`config.mk`:
```
export PLATFORM = sky130hd
export DESIGN_NAME = lb_block_sequencer
export DESIGN_NICKNAME = d
export VERILOG_FILES = /design/src/rtl/lb_block_sequencer.sv
export SDC_FILE = /design/constraint.sdc
export NUM_CORES = 1
export LEC_CHECK = 0
export ABC_CLOCK_PERIOD_IN_PS = 5500
export BUFFER_PORTS_ARGS = -buffer_cell sky130_fd_sc_hd__buf_2
export CAP_MARGIN = 40
export CORE_AREA = 3 3 61 63
export DETAILED_ROUTE_END_ITERATION = 8
export DIE_AREA = 0 0 64 66
export PLACE_DENSITY = 0.82
export SYNTH_ARGS = -nofsm -noshare
export SYNTH_HDL_FRONTEND = slang
export SYNTH_SLANG_ARGS = --single-unit
```
`constraint.sdc`:
```
create_clock -name i_clk -period 5.5 [get_ports i_clk]
set_clock_uncertainty 0.05 [all_clocks]
set_input_delay 1.1 -clock i_clk [delete_from_list [all_inputs] [get_ports i_clk]]
set_output_delay 1.1 -clock i_clk [all_outputs]
set_load 0.03 [all_outputs]
```
`src/rtl/lb_block_sequencer.sv`:
```
// Sequencer for the 8x8 transpose line buffer: alternates FILL (8 row writes) and
// DRAIN (8 column reads) per block and walks the block raster across the frame.
module lb_block_sequencer #(
  parameter int IMG_W = 1920,
  parameter int IMG_H = 1080,
  parameter int BX_W  = 8,
  parameter int BY_W  = 8
) (
  input  logic            i_clk,
  input  logic            i_rst,
  input  logic            i_start,
  input  logic            i_abort,
  input  logic            i_in_valid,
  output logic            o_in_ready,
  output logic            o_out_valid,
  input  logic            i_out_ready,
  output logic            o_lb_write,
  output logic            o_lb_read,
  output logic            o_lb_clr,
  output logic [BX_W-1:0] o_blk_x,
  output logic [BY_W-1:0] o_blk_y,
  output logic            o_blk_last,
  output logic            o_busy,
  output logic            o_done
);

  localparam logic [BX_W-1:0] BX_MAX = BX_W'(IMG_W / 8 - 1);
  localparam logic [BY_W-1:0] BY_MAX = BY_W'(IMG_H / 8 - 1);

  typedef enum logic [1:0] {
    S_IDLE  = 2'd0,
    S_FILL  = 2'd1,
    S_DRAIN = 2'd2,
    S_DONE  = 2'd3
  } state_e;

  state_e          state_q, state_d;
  logic [2:0]      row_cnt_q, row_cnt_d;
  logic [2:0]      col_cnt_q, col_cnt_d;
  logic [BX_W-1:0] blk_x_q, blk_x_d;
  logic [BY_W-1:0] blk_y_q, blk_y_d;
  logic            last_s;

  assign last_s  = (blk_x_q == BX_MAX) && (blk_y_q == BY_MAX);
  assign o_blk_x = blk_x_q;
  assign o_blk_y = blk_y_q;

  // State and counter registers
  always_ff @(posedge i_clk) begin
    if (i_rst) begin
      state_q   <= S_IDLE;
      row_cnt_q <= 3'd0;
      col_cnt_q <= 3'd0;
      blk_x_q   <= {BX_W{1'b0}};
      blk_y_q   <= {BY_W{1'b0}};
    end else begin
      state_q   <= state_d;
      row_cnt_q <= row_cnt_d;
      col_cnt_q <= col_cnt_d;
      blk_x_q   <= blk_x_d;
      blk_y_q   <= blk_y_d;
    end
  end

  // Next-state, row/column counting and block raster advance
  always_comb begin
    state_d   = state_q;
    row_cnt_d = row_cnt_q;
    col_cnt_d = col_cnt_q;
    blk_x_d   = blk_x_q;
    blk_y_d   = blk_y_q;
    if (i_abort && (state_q != S_IDLE)) begin
      // Abandon the frame outright; any partially filled block is dropped.
      state_d   = S_IDLE;
      row_cnt_d = 3'd0;
      col_cnt_d = 3'd0;
      blk_x_d   = {BX_W{1'b0}};
      blk_y_d   = {BY_W{1'b0}};
    end else begin
      case (state_q)
        S_IDLE: begin
          if (i_start && !i_abort) begin
            state_d   = S_FILL;
            row_cnt_d = 3'd0;
            col_cnt_d = 3'd0;
            blk_x_d   = {BX_W{1'b0}};
            blk_y_d   = {BY_W{1'b0}};
          end else begin
            state_d = S_IDLE;
          end
        end
        S_FILL: begin
          if (i_in_valid) begin
            if (row_cnt_q == 3'd7) begin
              state_d   = S_DRAIN;
              row_cnt_d = 3'd0;
            end else begin
              row_cnt_d = row_cnt_q + 3'd1;
            end
          end else begin
            state_d = S_FILL;
          end
        end
        S_DRAIN: begin
          if (i_out_ready) begin
            if (col_cnt_q == 3'd7) begin
              col_cnt_d = 3'd0;
              if (last_s) begin
                state_d = S_DONE;
              end else begin
                state_d = S_FILL;
                if (blk_x_q == BX_MAX) begin
                  blk_x_d = {BX_W{1'b0}};
                  blk_y_d = blk_y_q + BY_W'(1);
                end else begin
                  blk_x_d = blk_x_q + BX_W'(1);
                end
              end
            end else begin
              col_cnt_d = col_cnt_q + 3'd1;
            end
          end else begin
            state_d = S_DRAIN;
          end
        end
        S_DONE: begin
          state_d = S_IDLE;
          blk_x_d = {BX_W{1'b0}};
          blk_y_d = {BY_W{1'b0}};
        end
        default: begin
          state_d = S_IDLE;
        end
      endcase
    end
  end

  // Handshake and buffer-control outputs; write/read follow the handshakes with zero latency
  always_comb begin
    o_in_ready  = 1'b0;
    o_out_valid = 1'b0;
    o_lb_write  = 1'b0;
    o_lb_read   = 1'b0;
    o_lb_clr    = 1'b0;
    o_busy      = 1'b0;
    o_done      = 1'b0;
    o_blk_last  = 1'b0;
    if (i_rst) begin
      o_lb_clr = 1'b1;
    end else begin
      o_blk_last = last_s;
      case (state_q)
        S_IDLE: begin
          o_lb_clr = i_start & ~i_abort;
        end
        S_FILL: begin
          o_busy     = 1'b1;
          o_in_ready = 1'b1;
          o_lb_clr   = i_abort;
          o_lb_write = i_in_valid & ~i_abort;
        end
        S_DRAIN: begin
          o_busy      = 1'b1;
          o_out_valid = 1'b1;
          o_lb_clr    = i_abort;
          o_lb_read   = i_out_ready & ~i_abort;
        end
        S_DONE: begin
          o_busy   = 1'b1;
          o_lb_clr = i_abort;
          o_done   = ~i_abort;
        end
        default: begin
          o_busy = 1'b0;
        end
      endcase
    end
  end

endmodule

```
## Word-level counts from Yosys, hierarchy flattened

Index checks and enable logic that the tools add are counted.

- Register bits after elaboration: 24
- Bits of input ports: 6

- $add $sub $neg: 4
- Equality and inequality tests: 15
- Multiplexer cells: 40
- Bitwise gates (word level): 4
- Reductions and logical operators: 16

Operators by type and width:

| kind | count |
|---|---|
| $mux 8 | 9 |
| $pmux 8 s3 | 2 |
| $add 8x1->8 const B | 2 |
| $eq 8x8->1 const B | 2 |
| $mux 1 | 15 |
| $mux 3 | 5 |
| $ne 2x2->1 const B | 6 |
| $pmux 3 s2 | 2 |
| $mux 2 | 5 |
| $pmux 2 s4 | 1 |
| $add 3x1->3 const B | 2 |
| $eq 3x3->1 const B | 2 |
| $ne 3x3->1 const B | 2 |
| $reduce_and 3->1 | 2 |
| $reduce_and 6->1 | 1 |
| $reduce_bool 2->1 | 3 |
| $reduce_and 5->1 | 1 |
| $eq 2x2->1 const B | 2 |
| $and 1x1->1 | 3 |
| $logic_and 1x1->1 | 3 |
| $reduce_bool 3->1 | 1 |
| $reduce_or 3->1 | 1 |
| $eq 2x1->1 const B | 1 |
| $logic_not 2->1 | 1 |
| 5 further kinds | 5 |

## Depth between registers and ports, before layout

Gate-level depths: netlist of run 1.

- Word-level depth: 6
- Depth in mapped cells: 7
- Gate-level depth less buffers: 6

## Worst setup path after synthesis of run 1

No wires, ideal clock.

- Path kind: input port to output port
- From: in i_abort
- To: out o_lb_clr
- Data arrival time: 2.303 ns
- Data required time: 4.350 ns
- Slack: 2.047 ns
- Cell stages on the path: 3
- Path through: buf_2 -> or3b_1 -> o21ai_0

- Cells in the longest elaborated chain, start to end: 4

RTL lines:

| element | line | source |
|---|---|---|
| from (decl) | 12 | `input logic i_abort,` |
| $not 1->1 | 154 | `o_lb_clr = i_start & ~i_abort;` |
| $and 1x1->1 | 154 |  |
| $pmux 1 s2 (*) | 152 | `case (state_q)` |
| $mux 1 (*) | 148 | `if (i_rst) begin` |
| to (decl) | 19 | `output logic o_lb_clr,` |

Every way passes the cells marked *; elsewhere a longest branch is shown, timed or not.

## Final worst setup path of run 1

- From: in i_rst
- To: out o_lb_clr

- Cells in the longest elaborated chain, start to end: 1

RTL lines:

| element | line | source |
|---|---|---|
| from (decl) | 10 | `input logic i_rst,` |
| $mux 1 | 148 |  |

Every way passes these cells.

==> impl_metrics.xml, run 1 <==
<?xml version="1.0" encoding="UTF-8"?>
<metrics>
  <group name="status">
    <metric name="outcome" unit="">completed</metric>
  </group>
  <group name="clock_tree">
    <metric name="post_cts.resized_instances" unit="">0</metric>
    <metric name="cts.htree.levels" unit="">1</metric>
    <metric name="clock_tree.buffer_depth" unit="">2</metric>
    <metric name="cts-buffers-inserted" unit="">3</metric>
    <metric name="worstSkewPairLatency" unit="ns">0.32</metric>
    <metric name="tritoncts" unit="">done</metric>
    <metric name="cts_hold_buffers" unit="">0</metric>
    <metric name="clk_transition_reported_paths" unit="ns">0.14</metric>
    <metric name="numClockSinks" unit="">24</metric>
    <metric name="post-cts-setup-buffer-count" unit="">0</metric>
    <metric name="ctsRootBufferMaster" unit="">sky130_fd_sc_hd__clkbuf_4</metric>
  </group>
  <group name="setup_path">
    <metric name="largest_stage_delay_worst_path" unit="ns">0.66</metric>
    <metric name="r2r_setup_slack" unit="ns">3.14</metric>
    <metric name="worst_path_most_repeated_cell" unit="">sky130_fd_sc_hd__buf_2</metric>
    <metric name="timing.critical_path.max_delay_family" unit="">compound AO/OA/AOI/OAI gates</metric>
    <metric name="crit_slowest_cell" unit="">sky130_fd_sc_hd__a21oi_1</metric>
    <metric name="worstPathArrival" unit="ns">2.36</metric>
    <metric name="critPathCaptureType" unit="">primary output</metric>
    <metric name="crit_buf_inv" unit="">2</metric>
    <metric name="r2r_cells" unit="">5</metric>
    <metric name="worstPathCellList" unit="">buf_2 &gt; a21oi_1 &gt; o21ai_0 &gt; buf_2</metric>
    <metric name="worstReg2RegEnd" unit="">o_blk_x[5]$_SDFFE_PP0P_</metric>
    <metric name="worstPathMaxFanout" unit="">11</metric>
    <metric name="startpoint_of_the_lowest_slack_register_to_register_path" unit="">state_q[1]$_SDFFE_PP0P_</metric>
    <metric name="worst_ep_required" unit="ns">4.35</metric>
    <metric name="crit_type" unit="">in2out</metric>
    <metric name="critical_path_start_type" unit="">input port</metric>
  </group>
  <group name="pwr">
    <metric name="vdd.ir_drop.worst" unit="V">0.000161</metric>
    <metric name="power-per-cell-area" unit="mW/mm^2">188</metric>
    <metric name="power.static_leakage" unit="nW">0.727</metric>
  </group>
  <group name="die">
    <metric name="floorplan.die.width" unit="um">64</metric>
    <metric name="die_area" unit="mm^2">0.00422</metric>
    <metric name="io_pins" unit="">30</metric>
    <metric name="placementRows" unit="">21</metric>
    <metric name="starting_density_of_the_core" unit="%">48.3</metric>
    <metric name="fp.dieH" unit="um">66</metric>
    <metric name="fp.coreArea" unit="mm^2">0.00328</metric>
  </group>
  <group name="detailed_routing">
    <metric name="post_drt_via_cell_ratio" unit="">5.91</metric>
    <metric name="first_pass_iters" unit="">4</metric>
    <metric name="detail_route.wl_per_cell" unit="um">13.6</metric>
    <metric name="vias" unit="">1543</metric>
    <metric name="drt-total-wl" unit="um">3550</metric>
    <metric name="initial_drc_count" unit="">106</metric>
    <metric name="detail_route.drc_violations" unit="">0</metric>
    <metric name="postRouteAntennaNets" unit="">0</metric>
  </group>
  <group name="synth">
    <metric name="yosysTopAreaCellShare" unit="%">30.3</metric>
    <metric name="synth_most_common_cell" unit="">sky130_fd_sc_hd__dfxtp_1</metric>
    <metric name="synth.top_cells.by_area" unit="">sky130_fd_sc_hd__dfxtp_1 (30%), sky130_fd_sc_hd__ha_1 (5.5%), sky130_fd_sc_hd__nand3_1 (5.4%)</metric>
    <metric name="synthesis.nets" unit="">206</metric>
    <metric name="synthesis.yosys.warnings" unit="">0</metric>
    <metric name="synth_cell_types" unit="">56</metric>
    <metric name="synth-edff-count" unit="">0</metric>
    <metric name="synthesis.instances" unit="">193</metric>
    <metric name="yosysSeqAreaShare" unit="%">30.3</metric>
    <metric name="synth.avg_cell_area" unit="um^2">8.21</metric>
    <metric name="synth.ff_latch_count" unit="">24</metric>
    <metric name="synth.top_cells.by_count" unit="">sky130_fd_sc_hd__dfxtp_1 (24), sky130_fd_sc_hd__nand2_1 (19), sky130_fd_sc_hd__nand3_1 (17)</metric>
    <metric name="yosysTopAreaCell" unit="">sky130_fd_sc_hd__dfxtp_1</metric>
    <metric name="postSynth.topFlopCell" unit="">sky130_fd_sc_hd__dfxtp_1</metric>
    <metric name="syn_area" unit="mm^2">0.00159</metric>
    <metric name="synthArstFlopShare" unit="%">0</metric>
  </group>
  <group name="cells_and_area">
    <metric name="drive_gt1_share" unit="%">21.4</metric>
    <metric name="num-fill-cells" unit="">306</metric>
    <metric name="antenna-diode-count" unit="">0</metric>
    <metric name="layout.nets" unit="">229</metric>
    <metric name="areaGrowthSynthToFinish" unit="%">13.2</metric>
    <metric name="finalNonFillerCells" unit="">261</metric>
  </group>
  <group name="sta">
    <metric name="final_tns_setup" unit="ns">0</metric>
    <metric name="fmax" unit="MHz">285</metric>
    <metric name="timing_hold_violations_final" unit="">0</metric>
    <metric name="min_period" unit="ns">3.51</metric>
    <metric name="setup_viol_count_final" unit="">0</metric>
    <metric name="worst-slew-pin-transition" unit="ns">0.864</metric>
    <metric name="rsz0062_at_grt" unit="">false</metric>
    <metric name="finalMaxSlewViolations" unit="">0</metric>
    <metric name="fin_crit_sh" unit="%">63.8</metric>
    <metric name="timing.slew.headroom" unit="%">42.3</metric>
    <metric name="fin_hold_ws" unit="ns">0.419</metric>
  </group>
  <group name="global_route">
    <metric name="grt_util_overall" unit="%">17.2</metric>
    <metric name="grt_antenna_before_repair" unit="">0</metric>
    <metric name="grt-ovfl-total" unit="">0</metric>
    <metric name="via_count_of_the_first_global_routing_pass" unit="">1295</metric>
    <metric name="grt_first_pass_wirelength" unit="um">5900</metric>
    <metric name="grt_start_max_net_pins" unit="">17</metric>
  </group>
  <group name="placement">
    <metric name="routabilityCongestion" unit="">0.820</metric>
    <metric name="hpwlAfterDp" unit="um">2610</metric>
    <metric name="placed_cells" unit="">257</metric>
    <metric name="buffer_ports.inserted" unit="">29</metric>
  </group>
  <group name="worst_hold_path">
    <metric name="hold-path-endpoint" unit="">row_cnt_q[1]$_SDFFE_PP0P_</metric>
    <metric name="min_path_type" unit="">reg2reg</metric>
    <metric name="worst_hold_startpoint" unit="">row_cnt_q[1]$_SDFFE_PP0P_</metric>
    <metric name="min_path_cells" unit="">2</metric>
  </group>
  <group name="job">
    <metric name="maxcap_viol_count" unit="">0</metric>
  </group>
</metrics>
power breakdown:
part	internal (W)	switching, W
clock	0.0000737	0.0000546
combinational	0.0000111	0.0000206
sequential	0.000175	0.00000265
total	0.000260	0.0000778
cells in the final DEF, fill, tap and decap left out, drive strengths merged, types with 2 or more instances in the layout:
master and instances:
o22ai 3, clkbuf 3, a21o 3, or3 2, nor3b 2, o21ai 11
nor3 4, and3 6, ha 7, nand2b 3, nand4 4, a21oi 11
or3b 3, dfxtp 24, and4 2, a211oi 4, or4b 2, o211ai 3
buf 30, nor2 12, o31ai 2, a31oi 4, o2bb2ai 2, nand4b 3
nand2 19, a41oi 2, nand3 17, nor2b 5
per-layer routing:
metal	share of wire, %	up-vias	global-route usage (%)
li1	-	788	-
met1	47	715	21.8
met2	47	38	29.2
met3	5.6	2	4.59
met4	0.54	0	3.50
met5	0	-	0
metrics by stage:
step	area (um^2)	utilization, %	worst slack, ns	total power (W)
3_5_place_dp	1740	53.0	2.02	0.000213
4_1_cts	1790	54.6	2.02	0.000343
5_1_grt	1790	54.6	1.87	0.000350
6_report	1790	54.6	1.99	0.000337
2_1_floorplan	1590	-	2.05	0.000205
3_3_place_gp	1730	52.8	2.06	0.000212
cell type report:
class,count,area [um^2],share of cell area (%)
Timing Repair Buffer,30,153,8.51
Sequential cell,24,480,26.8
Inverter,1,3.75,0.209
Multi-Input combinational cell,156,1050,58.4
Clock buffer,3,22.5,1.26
Clock inverter,1,30.0,1.67
Tap cell,46,57.6,3.21
state kept, by name, summed over array words and instances (netlist names):
| signal | flops |
|---|---|
| o_blk_x | 8 |
| o_blk_y | 8 |
| col_cnt_q | 3 |
| row_cnt_q | 3 |
| state_q | 2 |
worst min-delay path, cell delays in order, from the launching register on:
cell	delay, ns
sky130_fd_sc_hd__dfxtp_1	0.34
sky130_fd_sc_hd__nand2_1	0.05
sky130_fd_sc_hd__a21oi_1	0.05
cells by family (layout without fill, tap and decap cells):
family,count (synthesis),count (layout),share of synthesized area (%)
AOI/OAI and AO/OA,55,55,24.5
adders and majority gates,7,7,5.52
buffers and inverters,13,35,3.63
DFF,24,24,30.3
muxes,2,2,1.34
and+or+nand+nor,92,92,34.7
worst max path at each step:
stage	from	end	depth (start not counted)
2_1_floorplan	i_abort	o_lb_clr	3
3_3_place_gp	i_rst	o_lb_clr	4
3_5_place_dp	i_rst	o_lb_clr	4
4_1_cts	i_rst	o_lb_clr	4
5_1_grt	i_rst	o_lb_clr	4
6_report	i_rst	o_lb_clr	4
Power figures use the tool's default switching activity.
==> run 2, diff against run 1 <==
--- a/config.mk
+++ b/config.mk
@@ -5,13 +5,13 @@
 export SDC_FILE = /design/constraint.sdc
 export NUM_CORES = 1
 export LEC_CHECK = 0
-export ABC_CLOCK_PERIOD_IN_PS = 5500
+export ABC_CLOCK_PERIOD_IN_PS = 3100
 export BUFFER_PORTS_ARGS = -buffer_cell sky130_fd_sc_hd__buf_2
 export CAP_MARGIN = 40
 export CORE_AREA = 3 3 61 63
 export DETAILED_ROUTE_END_ITERATION = 8
 export DIE_AREA = 0 0 64 66
-export PLACE_DENSITY = 0.82
+export PLACE_DENSITY = 0.84
 export SYNTH_ARGS = -nofsm -noshare
 export SYNTH_HDL_FRONTEND = slang
 export SYNTH_SLANG_ARGS = --single-unit
==> constraint.sdc (replaced) <==
create_clock -name i_clk -period 3.1 [get_ports i_clk]
set_clock_uncertainty 0.05 [all_clocks]
set_input_delay 0.62 -clock i_clk [delete_from_list [all_inputs] [get_ports i_clk]]
set_output_delay 0.62 -clock i_clk [all_outputs]
set_load 0.03 [all_outputs]
==> run 2 against run 1 <==
Against the previous run: routed wire length is 5.3% higher; first-iteration DRC count is 12% lower; register-to-register slack worse by 2.1 ns; sequential power is 77% higher; via count is 3.3% higher; final cell count is 0.38% higher; power is 53% higher; largest cell class unchanged; highest routed layer unchanged.
==> impl_metrics.xml, run 2 (synthesis results as in run 1) <==
<?xml version="1.0" encoding="UTF-8"?>
<metrics>
  <group name="status">
    <metric name="outcome" unit="">completed</metric>
  </group>
  <group name="placement">
    <metric name="postPlaceCellArea" unit="mm^2">0.00176</metric>
    <metric name="routabilityCongestion" unit="">0.814</metric>
    <metric name="buffer_ports.inserted" unit="">29</metric>
    <metric name="detailedPlace.worstSlack" unit="ns">0.685</metric>
    <metric name="placed_cells" unit="">259</metric>
    <metric name="hpwlAfterDp" unit="um">2750</metric>
  </group>
  <group name="sta">
    <metric name="fmax" unit="MHz">355</metric>
    <metric name="final_tns_setup" unit="ns">0</metric>
    <metric name="setup_viol_count_final" unit="">0</metric>
    <metric name="min_period" unit="ns">2.82</metric>
    <metric name="worst-slew-pin-transition" unit="ns">0.600</metric>
    <metric name="finalMaxSlewViolations" unit="">0</metric>
    <metric name="timing.slew.headroom" unit="%">59.9</metric>
    <metric name="rsz0062_at_grt" unit="">false</metric>
    <metric name="postLayoutSetupSlackWorst" unit="ns">0.283</metric>
    <metric name="fin_crit_sh" unit="%">90.9</metric>
    <metric name="timing_hold_violations_final" unit="">0</metric>
  </group>
  <group name="setup_path">
    <metric name="crit_type" unit="">reg2out</metric>
    <metric name="worstPathCellList" unit="">ha_1 &gt; nand3b_1 &gt; or4_4 &gt; nor2_1 &gt; buf_2</metric>
    <metric name="critical_path_start_type" unit="">register</metric>
    <metric name="largest_stage_delay_worst_path" unit="ns">0.60</metric>
    <metric name="worstPathArrival" unit="ns">2.15</metric>
    <metric name="critPathCaptureType" unit="">primary output</metric>
    <metric name="worst_ep_required" unit="ns">2.43</metric>
    <metric name="crit_slowest_cell" unit="">sky130_fd_sc_hd__or4_4</metric>
    <metric name="worstPathMaxFanout" unit="">6</metric>
  </group>
  <group name="global_route">
    <metric name="grt_first_pass_wirelength" unit="um">6270</metric>
    <metric name="grt_antenna_before_repair" unit="">0</metric>
    <metric name="via_count_of_the_first_global_routing_pass" unit="">1395</metric>
    <metric name="grt-ovfl-total" unit="">0</metric>
    <metric name="grt_start_max_net_pins" unit="">17</metric>
    <metric name="grt_util_overall" unit="%">18.3</metric>
  </group>
  <group name="clock_tree">
    <metric name="cts.htree.levels" unit="">1</metric>
    <metric name="clk_transition_reported_paths" unit="ns">0.13</metric>
    <metric name="cts_hold_buffers" unit="">0</metric>
    <metric name="clock_tree.buffer_depth" unit="">2</metric>
    <metric name="ctsRootBufferMaster" unit="">sky130_fd_sc_hd__clkbuf_4</metric>
    <metric name="post_cts.resized_instances" unit="">0</metric>
    <metric name="post-cts-setup-buffer-count" unit="">0</metric>
    <metric name="numClockSinks" unit="">24</metric>
    <metric name="tritoncts" unit="">done</metric>
    <metric name="cts-buffers-inserted" unit="">3</metric>
    <metric name="worstSkewPairLatency" unit="ns">0.33</metric>
  </group>
  <group name="detailed_routing">
    <metric name="postRouteAntennaNets" unit="">0</metric>
    <metric name="post_drt_via_cell_ratio" unit="">6.08</metric>
    <metric name="detail_route.wl_per_cell" unit="um">14.3</metric>
    <metric name="detail_route.drc_violations" unit="">0</metric>
    <metric name="initial_drc_count" unit="">93</metric>
    <metric name="vias" unit="">1594</metric>
    <metric name="drt-total-wl" unit="um">3740</metric>
    <metric name="first_pass_iters" unit="">4</metric>
  </group>
  <group name="die">
    <metric name="starting_density_of_the_core" unit="%">48.3</metric>
    <metric name="fp.coreArea" unit="mm^2">0.00328</metric>
    <metric name="die_area" unit="mm^2">0.00422</metric>
    <metric name="floorplan.die.width" unit="um">64</metric>
    <metric name="placementRows" unit="">21</metric>
    <metric name="io_pins" unit="">30</metric>
    <metric name="fp.dieH" unit="um">66</metric>
  </group>
  <group name="job">
    <metric name="maxcap_viol_count" unit="">0</metric>
  </group>
  <group name="worst_hold_path">
    <metric name="min_path_type" unit="">reg2reg</metric>
  </group>
  <group name="cells_and_area">
    <metric name="top_library_cells_by_usage_in_the_layout_fill_and_taps_aside" unit="">sky130_fd_sc_hd__buf_2 (29), sky130_fd_sc_hd__dfxtp_1 (24), sky130_fd_sc_hd__nand2_1 (19)</metric>
    <metric name="num-fill-cells" unit="">315</metric>
    <metric name="layout.cells.most_common" unit="">sky130_fd_sc_hd__buf_2</metric>
    <metric name="final_cell_area" unit="mm^2">0.00178</metric>
    <metric name="areaGrowthSynthToFinish" unit="%">12.2</metric>
    <metric name="antenna-diode-count" unit="">0</metric>
    <metric name="drive_gt1_share" unit="%">21.8</metric>
    <metric name="finalNonFillerCells" unit="">262</metric>
    <metric name="layout.nets" unit="">231</metric>
    <metric name="finish.utilization" unit="%">54.2</metric>
  </group>
  <group name="pwr">
    <metric name="power-per-cell-area" unit="mW/mm^2">290</metric>
    <metric name="power.static_leakage" unit="nW">0.724</metric>
    <metric name="vdd.ir_drop.worst" unit="V">0.000185</metric>
  </group>
</metrics>
-- run 2: changes by cell type in the layout (fill, tap and decap cells not counted), sizes merged --
cell	change
buf	+2
bufinv	-1
-- run 2: final timing paths --
path	startpoint	endpoint	slack, ns	cells past startpoint
worst max-delay path	o_blk_x[1]$_SDFFE_PP0P_	o_blk_last	0.28	5
worst min-delay path	row_cnt_q[1]$_SDFFE_PP0P_	row_cnt_q[1]$_SDFFE_PP0P_	0.42	2
worst max register to register	o_blk_x[1]$_SDFFE_PP0P_	o_blk_x[0]$_SDFFE_PP0P_	1.07	5
worst min register to register	row_cnt_q[1]$_SDFFE_PP0P_	row_cnt_q[1]$_SDFFE_PP0P_	0.42	2
-- run 2: per-stage QoR --
stage / power [W] / hold WS, ns
3_5_place_dp: 0.000380 / 0.399
5_1_grt: 0.000535 / 0.447
3_3_place_gp: 0.000379 / 0.395
2_1_floorplan: 0.000363 / 0.386
4_1_cts: 0.000519 / 0.418
6_report: 0.000516 / 0.417
-- run 2: final cells by class --
cell class	count	area (um^2)	share of cell area [%]
clock buffer	3	22.5	1.27
multi-input combinational	156	1050	58.9
tap	46	57.6	3.23
inverter	1	3.75	0.211
sequential	24	480	27.0
timing repair buffer	32	168	9.42
-- run 2: metal layers --
metal,up-vias,routed length [um],global-route usage [%]
li1,793,-,-
met3,7,252,3.57
met5,-,0,0
met1,747,1640,23.2
met2,47,1780,29.8
met4,0,61,8.09
-- run 2: worst max-delay path: cells and delay by family, from the launching register on --
kind                     cells  cell delay [ns]
adder cells (fa/ha/maj)      1             0.30
flip-flops                   1             0.44
AND/OR/NAND/NOR              3             0.88
buffers and inverters        1             0.20
-- run 2: report_power, final --
group | switching [W] | leakage [nW] | internal (W)
Sequential | 0.00000495 | 0.193 | 0.000310
Combinational | 0.0000373 | 0.516 | 0.0000209
Clock | 0.0000969 | 0.0138 | 0.0000457
Total | 0.000139 | 0.724 | 0.000377
==> run 3, diff against run 2 <==
--- a/config.mk
+++ b/config.mk
@@ -5,12 +5,14 @@
 export SDC_FILE = /design/constraint.sdc
 export NUM_CORES = 1
 export LEC_CHECK = 0
+export ABC_AREA = 1
 export ABC_CLOCK_PERIOD_IN_PS = 3100
 export BUFFER_PORTS_ARGS = -buffer_cell sky130_fd_sc_hd__buf_2
 export CAP_MARGIN = 40
-export CORE_AREA = 3 3 61 63
+export CORE_AREA = 3 3 62 64
+export CTS_CLUSTER_DIAMETER = 30
 export DETAILED_ROUTE_END_ITERATION = 8
-export DIE_AREA = 0 0 64 66
+export DIE_AREA = 0 0 65 67
 export PLACE_DENSITY = 0.84
 export SYNTH_ARGS = -nofsm -noshare
 export SYNTH_HDL_FRONTEND = slang
==> run 3 against run 2 <==
Against the previous run: clock-buffer cell count is 1 higher; sequential power is 5% higher; hold slack better by 0.042 ns; worst setup slack better by 0.42 ns; non-clock buffer count is 3 lower; synthesized cell count is 26% higher; global-route usage is 1.7 points lower; utilization is 0.46 points higher; register-to-register slack better by 0.24 ns; power is 16% higher; final cell count is 21% higher; clock power is 17% higher.
==> impl_metrics.xml, run 3 <==
<?xml version="1.0" encoding="UTF-8"?>
<metrics>
  <group name="status">
    <metric name="outcome" unit="">completed</metric>
  </group>
  <group name="clock_tree">
    <metric name="post_cts.resized_instances" unit="">0</metric>
    <metric name="clock_tree.buffer_depth" unit="">2</metric>
    <metric name="clk_transition_reported_paths" unit="ns">0.13</metric>
    <metric name="cts_hold_buffers" unit="">0</metric>
    <metric name="numClockSinks" unit="">24</metric>
    <metric name="cts-buffers-inserted" unit="">3</metric>
    <metric name="tritoncts" unit="">done</metric>
    <metric name="cts.htree.levels" unit="">1</metric>
    <metric name="worstSkewPairLatency" unit="ns">0.32</metric>
    <metric name="post-cts-setup-buffer-count" unit="">0</metric>
    <metric name="ctsRootBufferMaster" unit="">sky130_fd_sc_hd__clkbuf_4</metric>
  </group>
  <group name="sta">
    <metric name="timing.slew.headroom" unit="%">79.5</metric>
    <metric name="postLayoutSetupSlackWorst" unit="ns">0.705</metric>
    <metric name="min_period" unit="ns">2.39</metric>
    <metric name="fmax" unit="MHz">418</metric>
    <metric name="fin_crit_sh" unit="%">77.2</metric>
    <metric name="rsz0062_at_grt" unit="">false</metric>
    <metric name="setup_viol_count_final" unit="">0</metric>
    <metric name="finalMaxSlewViolations" unit="">0</metric>
    <metric name="final_tns_setup" unit="ns">0</metric>
    <metric name="worst-slew-pin-transition" unit="ns">0.305</metric>
    <metric name="timing_hold_violations_final" unit="">0</metric>
  </group>
  <group name="detailed_routing">
    <metric name="postRouteAntennaNets" unit="">0</metric>
    <metric name="post_drt_via_cell_ratio" unit="">4.87</metric>
    <metric name="detail_route.drc_violations" unit="">0</metric>
    <metric name="detail_route.wl_per_cell" unit="um">10.5</metric>
    <metric name="first_pass_iters" unit="">4</metric>
    <metric name="vias" unit="">1549</metric>
    <metric name="initial_drc_count" unit="">66</metric>
    <metric name="drt-total-wl" unit="um">3340</metric>
  </group>
  <group name="synth">
    <metric name="synthesis.nets" unit="">256</metric>
    <metric name="postSynth.topFlopCell" unit="">sky130_fd_sc_hd__dfxtp_1</metric>
    <metric name="synthesis.instances" unit="">243</metric>
    <metric name="synth_cell_types" unit="">29</metric>
    <metric name="yosysSeqAreaShare" unit="%">29.5</metric>
    <metric name="synth-edff-count" unit="">0</metric>
    <metric name="yosysTopAreaCellShare" unit="%">29.5</metric>
    <metric name="syn_area" unit="mm^2">0.00163</metric>
    <metric name="synthArstFlopShare" unit="%">0</metric>
    <metric name="synth_most_common_cell" unit="">sky130_fd_sc_hd__nand2_1</metric>
    <metric name="synth.top_cells.by_count" unit="">sky130_fd_sc_hd__nand2_1 (50), sky130_fd_sc_hd__nor2_1 (45), sky130_fd_sc_hd__dfxtp_1 (24)</metric>
    <metric name="yosysTopAreaCell" unit="">sky130_fd_sc_hd__dfxtp_1</metric>
    <metric name="synthesis.yosys.warnings" unit="">0</metric>
    <metric name="synth.top_cells.by_area" unit="">sky130_fd_sc_hd__dfxtp_1 (29%), sky130_fd_sc_hd__nand2_1 (12%), sky130_fd_sc_hd__nor2_1 (10%)</metric>
    <metric name="synth.ff_latch_count" unit="">24</metric>
    <metric name="synth.avg_cell_area" unit="um^2">6.70</metric>
  </group>
  <group name="die">
    <metric name="floorplan.die.width" unit="um">65</metric>
    <metric name="placementRows" unit="">21</metric>
    <metric name="die_area" unit="mm^2">0.00436</metric>
    <metric name="fp.dieH" unit="um">67</metric>
    <metric name="starting_density_of_the_core" unit="%">48.8</metric>
    <metric name="io_pins" unit="">30</metric>
    <metric name="fp.coreArea" unit="mm^2">0.00334</metric>
  </group>
  <group name="cells_and_area">
    <metric name="finalNonFillerCells" unit="">318</metric>
    <metric name="multi_input_comb_area" unit="um^2">978</metric>
    <metric name="layout.cells.most_common" unit="">sky130_fd_sc_hd__nand2_1</metric>
    <metric name="num-fill-cells" unit="">340</metric>
    <metric name="regArea" unit="um^2">480</metric>
    <metric name="antenna-diode-count" unit="">0</metric>
    <metric name="layout.nets" unit="">286</metric>
    <metric name="areaGrowthSynthToFinish" unit="%">11.9</metric>
    <metric name="drive_gt1_share" unit="%">25.7</metric>
    <metric name="top_library_cells_by_usage_in_the_layout_fill_and_taps_aside" unit="">sky130_fd_sc_hd__nand2_1 (50), sky130_fd_sc_hd__nor2_1 (45), sky130_fd_sc_hd__buf_2 (29)</metric>
  </group>
  <group name="global_route">
    <metric name="grt-ovfl-total" unit="">0</metric>
    <metric name="grt_antenna_before_repair" unit="">0</metric>
    <metric name="grt_util_overall" unit="%">16.5</metric>
    <metric name="grt_start_max_net_pins" unit="">18</metric>
    <metric name="via_count_of_the_first_global_routing_pass" unit="">1395</metric>
    <metric name="grt_first_pass_wirelength" unit="um">5820</metric>
  </group>
  <group name="placement">
    <metric name="routabilityCongestion" unit="">0.796</metric>
    <metric name="placed_cells" unit="">314</metric>
    <metric name="buffer_ports.inserted" unit="">29</metric>
    <metric name="hpwlAfterDp" unit="um">2550</metric>
    <metric name="detailedPlace.worstSlack" unit="ns">0.834</metric>
  </group>
  <group name="setup_path">
    <metric name="worst_ep_required" unit="ns">2.43</metric>
    <metric name="critical_path_start_type" unit="">register</metric>
    <metric name="worstPathCellList" unit="">ha_1 &gt; nand2_2 &gt; nor2_4 &gt; nand2_2 &gt; nor3_1 &gt; buf_2</metric>
    <metric name="worstPathArrival" unit="ns">1.72</metric>
    <metric name="crit_type" unit="">reg2out</metric>
    <metric name="crit_slowest_cell" unit="">sky130_fd_sc_hd__dfxtp_1</metric>
    <metric name="largest_stage_delay_worst_path" unit="ns">0.42</metric>
    <metric name="critPathCaptureType" unit="">primary output</metric>
    <metric name="worstPathMaxFanout" unit="">5</metric>
    <metric name="worst_path_most_repeated_cell" unit="">sky130_fd_sc_hd__nand2_2</metric>
  </group>
  <group name="job">
    <metric name="maxcap_viol_count" unit="">0</metric>
  </group>
  <group name="pwr">
    <metric name="power.static_leakage" unit="nW">0.832</metric>
    <metric name="power-per-cell-area" unit="mW/mm^2">329</metric>
    <metric name="vdd.ir_drop.worst" unit="V">0.000217</metric>
  </group>
  <group name="worst_hold_path">
    <metric name="min_path_type" unit="">reg2reg</metric>
  </group>
</metrics>
[run 3: cell count changes after synthesis, sizes merged, moves of 4 or more]
cell | before | now
a211oi | 4 | 0
nor2 | 12 | 54
inv | 1 | 31
nand2 | 19 | 58
and3 | 6 | 0
nor2b | 5 | 0
clkbuf | 10 | 0
o21ai | 11 | 15
a21oi | 11 | 15
nand4 | 4 | 0
nand3 | 17 | 21
a31oi | 4 | 0
[run 3: report_power, final]
part | internal [W] | switching (W)
clock network | 0.0000718 | 0.0000952
registers | 0.000320 | 0.0000105
logic | 0.0000314 | 0.0000706
total | 0.000423 | 0.000176
[run 3: logic make-up (layout without fill, tap and decap cells)]
family / Yosys count / count (layout) / synth area share [%]
compound gates: 32 / 32 / 11.8
buf+inv: 37 / 66 / 10.4
fa+ha+maj: 7 / 7 / 5.38
simple gates: 142 / 142 / 42.3
xor+xnor: 1 / 1 / 0.538
flops: 24 / 24 / 29.5
[run 3: worst paths after layout]
check / start / endpoint / slack (ns) / depth (start not counted)
worst max register to register: o_blk_x[0]$_SDFFE_PP0P_ / o_blk_x[6]$_SDFFE_PP0P_ / 1.31 / 11
worst max-delay path: o_blk_x[0]$_SDFFE_PP0P_ / o_blk_last / 0.71 / 6
worst min-delay path: o_blk_y[7]$_SDFFE_PP0P_ / o_blk_y[7]$_SDFFE_PP0P_ / 0.46 / 2
worst min register to register: o_blk_y[7]$_SDFFE_PP0P_ / o_blk_y[7]$_SDFFE_PP0P_ / 0.46 / 2
[run 3: critical path, delay by kind of cell, from the launching register on]
kind | cells | cell delay [ns]
and+or+nand+nor | 4 | 0.54
buffers and inverters | 1 | 0.24
adders and majority gates | 1 | 0.20
DFF | 1 | 0.42
[run 3: layer usage]
metal	global-route usage [%]	wire length, um	vias up
met1	21.7	1620	680
met5	0	0	-
li1	-	-	829
met4	6.86	34	0
met2	27.3	1530	36
met3	1.85	156	4
[run 3: layout make-up]
cell class              instances  area share, %
repair buffers                 29           7.96
inverters                      33           6.86
multi-input cells             182           53.7
clock buffers                   4           1.99
flip-flops and latches         24           26.4
well taps                      46           3.16
[run 3: stage by stage]
| stage | cell area, um^2 | power (W) | util, % | hold slack, ns |
|---|---|---|---|---|
| 2_1_floorplan | 1630 | 0.000418 | - | 0.418 |
| 3_3_place_gp | 1790 | 0.000438 | 53.5 | 0.432 |
| 3_5_place_dp | 1790 | 0.000440 | 53.5 | 0.435 |
| 4_1_cts | 1820 | 0.000609 | 54.6 | 0.455 |
| 5_1_grt | 1820 | 0.000632 | 54.6 | 0.513 |
| 6_report | 1820 | 0.000600 | 54.6 | 0.459 |
